File: src/rtl/shift_framer_pkg.sv
// Shared constants for the shift_framer block: shift-direction encoding and default width.
package shift_framer_pkg;

    localparam int DEFAULT_WIDTH = 8;

    localparam logic MODE_MSB_FIRST = 1'b0;
    localparam logic MODE_LSB_FIRST = 1'b1;

endpackage

File: src/rtl/shift_framer_core.sv
// shift_core: the data register with its load/shift direction mux and serial-out tap.
// The post-edge value is exported so the framer can capture a completed frame on the same edge.
module shift_core
    import shift_framer_pkg::*;
#(
    parameter int WIDTH = DEFAULT_WIDTH
) (
    input  logic             clk,
    input  logic             reset,
    input  logic             i_load,
    input  logic [WIDTH-1:0] i_data,
    input  logic             i_shift,
    input  logic             i_serial,
    input  logic             i_mode,
    output logic [WIDTH-1:0] o_data,
    output logic [WIDTH-1:0] o_data_next,
    output logic             o_serial
);

    logic [WIDTH-1:0] r_data;
    logic [WIDTH-1:0] w_data_next;

    // Next register value: load wins over shift, otherwise hold.
    always_comb begin
        // NOTE: default first, so every path assigns w_data_next and no latch is inferred.
        w_data_next = r_data;
        if (i_load) begin
            w_data_next = i_data;
        end else if (i_shift) begin
            if (i_mode == MODE_LSB_FIRST) begin
                w_data_next = {i_serial, r_data[WIDTH-1:1]};
            end else begin
                w_data_next = {r_data[WIDTH-2:0], i_serial};
            end
        end
    end

    // Data register with synchronous reset.
    always_ff @(posedge clk) begin
        // NOTE: non-blocking, so every flop samples pre-edge values regardless of block order.
        if (reset) begin
            r_data <= '0;
        end else begin
            r_data <= w_data_next;
        end
    end

    assign o_data      = r_data;
    assign o_data_next = w_data_next;
    assign o_serial    = (i_mode == MODE_LSB_FIRST) ? r_data[0] : r_data[WIDTH-1];

endmodule

File: src/rtl/shift_framer.sv
// shift_framer: serial shift register with frame counting, direction latch,
// completed-frame capture and valid/overflow handshake flags.
module shift_framer
    import shift_framer_pkg::*;
#(
    parameter int WIDTH = DEFAULT_WIDTH,
    parameter int CNT_W = $clog2(WIDTH)
) (
    input  logic             clk,
    input  logic             reset,
    input  logic             peripheralClkEdge,
    input  logic             parallelLoad,
    input  logic [WIDTH-1:0] parallelDataIn,
    input  logic             serialDataIn,
    input  logic             lsbFirst,
    input  logic             frameAck,
    output logic [WIDTH-1:0] parallelDataOut,
    output logic             serialDataOut,
    output logic [CNT_W-1:0] bitCount,
    output logic             frameDone,
    output logic [WIDTH-1:0] frameData,
    output logic             frameValid,
    output logic             overflow
);

    logic [CNT_W-1:0] r_bit_count;
    logic             r_mode;
    logic             r_frame_done;
    logic [WIDTH-1:0] r_frame_data;
    logic             r_frame_valid;
    logic             r_overflow;

    logic             w_accept;
    logic             w_last_bit;
    logic             w_complete;
    logic [WIDTH-1:0] w_data_next;

    // A load in the same cycle swallows the shift edge entirely.
    assign w_accept   = peripheralClkEdge & ~parallelLoad;
    assign w_last_bit = (r_bit_count == CNT_W'(WIDTH - 1));
    assign w_complete = w_accept & w_last_bit;

    shift_core #(
        .WIDTH (WIDTH)
    ) u_core (
        .clk         (clk),
        .reset       (reset),
        .i_load      (parallelLoad),
        .i_data      (parallelDataIn),
        .i_shift     (w_accept),
        .i_serial    (serialDataIn),
        .i_mode      (r_mode),
        .o_data      (parallelDataOut),
        .o_data_next (w_data_next),
        .o_serial    (serialDataOut)
    );

    // Bit counter: cleared by load, advanced by accepted edges, wraps on the frame's last bit.
    always_ff @(posedge clk) begin
        if (reset) begin
            r_bit_count <= '0;
        end else if (parallelLoad) begin
            r_bit_count <= '0;
        end else if (w_accept) begin
            r_bit_count <= w_last_bit ? '0 : r_bit_count + 1'b1;
        end
    end

    // Direction only follows lsbFirst between frames, so a mid-frame change waits for the next frame.
    always_ff @(posedge clk) begin
        if (reset) begin
            r_mode <= MODE_MSB_FIRST;
        end else if (r_bit_count == '0) begin
            r_mode <= lsbFirst;
        end
    end

    // Frame capture and valid/overflow handshake; completion takes precedence over a plain ack.
    always_ff @(posedge clk) begin
        if (reset) begin
            r_frame_done  <= 1'b0;
            r_frame_data  <= '0;
            r_frame_valid <= 1'b0;
            r_overflow    <= 1'b0;
        end else begin
            r_frame_done <= w_complete;
            if (w_complete) begin
                r_frame_data  <= w_data_next;
                r_frame_valid <= 1'b1;
                if (r_frame_valid && !frameAck) begin
                    r_overflow <= 1'b1;
                end else if (frameAck) begin
                    r_overflow <= 1'b0;
                end
            end else if (frameAck && r_frame_valid) begin
                r_frame_valid <= 1'b0;
                r_overflow    <= 1'b0;
            end
        end
    end

    assign bitCount   = r_bit_count;
    assign frameDone  = r_frame_done;
    assign frameData  = r_frame_data;
    assign frameValid = r_frame_valid;
    assign overflow   = r_overflow;

endmodule

File: config.mk
export PLATFORM = sky130hd
export DESIGN_NAME = shift_framer
export DESIGN_NICKNAME = d
export VERILOG_FILES = /design/src/rtl/shift_framer_pkg.sv /design/src/rtl/shift_framer_core.sv /design/src/rtl/shift_framer.sv
export SDC_FILE = /design/constraint.sdc
export NUM_CORES = 1
export LEC_CHECK = 0
export CAP_MARGIN = 25
export CORE_MARGIN = 5
export CORE_UTILIZATION = 49
export CTS_BUF_LIST = sky130_fd_sc_hd__clkbuf_16
export DETAILED_ROUTE_END_ITERATION = 10
export PLACE_DENSITY = 0.83
export SYNTH_ARGS = -nofsm -noshare
export SYNTH_HDL_FRONTEND = slang
export SYNTH_HIERARCHICAL = 1
export SYNTH_SLANG_ARGS = --single-unit
File: constraint.sdc
create_clock -name clk -period 2.4 [get_ports clk]
set_input_delay 0.36 -clock clk [delete_from_list [all_inputs] [get_ports clk]]
set_output_delay 0.36 -clock clk [all_outputs]
set_load 0.05 [all_outputs]
==> metrics.md <==
| Metric | Value |
|---|---|
| Global placer's final weighted congestion | `0.847` |
| Achievable clock frequency | `493 MHz` |
| Startpoint types | `flop` |
| Crit path capture type | `output port` |
| Number of distinct library cells after synthesis | `24` |
| Max Slew Vio Count | `0` |
| CTS tree | `built` |
| Path depth of the worst reg2reg path | `5` |
| Layout Nets | `183` |
| Number of diodes | `0` |
| Setup crit end | `serialDataOut` |
| Placeable Area | `0.00243 mm^2` |
| Die Span Y | `60.1 um` |
| Via-per-instance ratio | `5.99` |
| Largest net degree at the start of global routing | `28` |
| CTS clock-pin slew for the worst setup and hold paths | `60 ps` |
| Number of ports placed on the die boundary | `38` |
| Antenna violations before repair | `0` |
| Via count of the first global-routing pass | `1,135` |
| Synth Warn # | `6` |
| Fraction of layout instances using a drive strength above 1 | `0.0854` |
| CTS-repair resized insts | `0` |
| Register area share after synthesis | `0.374` |
| Area of the mapped netlist | `0.00123 mm^2` |
| Unrepaired setup endpoints after global routing | `no` |
| Critical path class | `reg2out` |
| Final core utilization | `0.702` |
| Hold Path Class | `reg2reg` |
| Iter 0 DRT Violations | `39` |
| Fraction of post-synthesis cell area in the top cell type by area | `0.374` |
| Detailed-router iteration count before antenna repair | `4` |
| Vias after detailed routing | `1,163` |
| Area of the die | `0.00362 mm^2` |
| Mean routed wirelength per cell | `16.5 um` |
| CP startpoint | `r_mode$_SDFFE_PP0N_` |
| Largest voltage drop on the vdd net | `359 uV` |
| Final WL | `3210 um` |
| Post-route fraction of the period consumed by the critical path | `0.846` |
| Final-report hold violation count | `0` |
| Power, Total | `937 uW` |
| Syn Area/Cell | `9.77 um^2` |
| Slew at the pin closest to its max-slew limit | `512 ps` |
| Overall overflow remaining after global route | `0` |
| Peak fanout along the critical path | `2` |
| Synthesized flop and latch total | `23` |
| Cells after Synth | `126` |
| Startpoint of the worst-slack reg-to-reg timing path | `bitCount[0]$_SDFFE_PP0P_` |
| Clock Path Buffers | `2` |
| Max_slew headroom | `0.657` |
| Htree depth | `1` |
| Number of clock buffers inserted by TritonCTS | `3` |
| Starting density of the core | `0.506` |
| Count of input and output buffers | `37` |
| Overall die width | `60.1 um` |
| Total of endpoints with negative setup slack in the final report | `0` |
| Clk root buf | `clkbuf_16` |
| Clock Sink Count | `23` |
| Data arrival time of the critical path | `1670 ps` |
| Run status | `complete, no violations` |
| GRT Total Usage | `0.190` |
| Count of standard-cell rows | `18` |
| Reg-to-reg endpoint | `overflow$_SDFFE_PP0P_` |
| Final HPWL from detailed placement | `2300 um` |
| Top area cells in the synthesized netlist | `dfxtp_1 37%, mux2i_1 15%, o221ai_1 11%, or4b_1 6.5%, nor2_1 3.4%` |
| Max_cap viols | `0` |
| Final Skew | `1.87 ps` |
| Syn_nets | `144` |
| Setup bufs post-CTS | `0` |
| Required time worst endpoint | `2040 ps` |
| P per Cell Area | `549 mW/mm^2` |
| Total leakage power | `0.000695 uW` |
| Tmin final | `2030 ps` |
| Antenna-violating nets left | `0` |
| Largest area contributor in the synthesized netlist | `dfxtp_1` |
| Worst hold slack across all endpoints | `498 ps` |
| Worst-Skew Late Latency | `250 ps` |
| Wire length of the first global-routing pass | `5120 um` |
| Number of remaining DRC errors | `0` |
| Register-to-register path setup slack | `850 ps` |
| Hold-fix buffer count after cts | `0` |
| TNS Setup | `0 ps` |
| Layout Area Growth over Synthesis | `38.7%` |
-- how the worst min path moves through the flow --
stage                     slack (ps)                         to  cells after the start                       from
final                            500  frameData[4]$_SDFFE_PP0P_                      2  frameData[4]$_SDFFE_PP0P_
after global routing             530  frameData[4]$_SDFFE_PP0P_                      2  frameData[4]$_SDFFE_PP0P_
after CTS                        500  frameData[4]$_SDFFE_PP0P_                      2  frameData[4]$_SDFFE_PP0P_
after detailed placement         490  frameData[3]$_SDFFE_PP0P_                      2  frameData[3]$_SDFFE_PP0P_
after global placement           480  frameData[1]$_SDFFE_PP0P_                      2  frameData[1]$_SDFFE_PP0P_
after floorplan                  430    frameValid$_SDFFE_PP0P_                      1                      reset
-- synth_stat cells (all sizes together) --
cell	number
nand2	8
o221ai	16
and3b	1
dfxtp	23
ha	3
or4b	8
nand2b	5
nor3b	1
mux2	1
clkbuf	3
a31oi	1
nor2	11
nand3b	2
or2b	3
buf	6
inv	7
mux2i	18
nor3	3
a21oi	3
or2	2
or3b	1
-- cell families after synthesis --
group           Yosys count  share of synthesized area
simple gates             45                      0.242
buf+inv                  16                     0.0671
flops                    23                      0.374
fa+ha+maj                 3                     0.0305
compound gates           20                      0.131
mux                      19                      0.155
-- area by class of cell --
cell class                      instances  area, um^2
Clock inverter                          1        5.00
Multi-Input combinational cell         87         688
Fill cell                             196         724
Tap cell                               30        37.5
Sequential cell                        23         460
Inverter                                7        26.3
Clock buffer                            3        75.1
Timing Repair Buffer                   43         415
-- sequential cells by signal (all words and copies together) (netlist names) --
signal and cells:
overflow 1, u_core/o_data 8, frameData 8, frameDone 1, r_mode 1, frameValid 1
bitCount 3
-- layer usage --
metal  up-vias  GRT usage  wire length, um
li1        543          -                -
met3         8     0.0475              295
met4         0     0.0981               79
met5         -          0                0
met2        64      0.307             1530
met1       548      0.230             1300
-- report_power, final --
group          internal [uW]  switching [uW]  total [uW]
clock                    224             131         355
sequential               393            14.5         408
combinational           75.5            99.4         175
total                    692             245         937
-- through the flow --
stage	std cells	instance area, um^2	setup slack [ps]
finish	194	1710	371
global placement	190	1630	341
floorplan	126	1230	741
global route	194	1710	314
CTS	194	1710	379
detailed placement	190	1630	245
-- cell usage in the layout, fill, tap and decap left out --
cell type        instances
nor2_1                  11
ha_1                     3
or2_1                    1
nand2_1                  8
a21oi_1                  3
or4b_1                   8
nand3b_4                 2
nor3_1                   3
and3b_1                  1
mux2_2                   1
or2b_1                   3
clkbuf_16                3
mux2i_1                 18
dfxtp_1                 23
or2_2                    1
inv_1                    7
clkdlybuf4s50_1         37
or3b_1                   1
nand2b_1                 5
clkinv_2                 1
a31oi_1                  1
buf_4                    6
o221ai_1                16
nor3b_1                  1
-- critical path: stages, from the launching register on --
cell	delay (ps)
dfxtp_1	370
mux2_2	350
clkdlybuf4s50_1	700
Power figures use the tool's default switching activity.
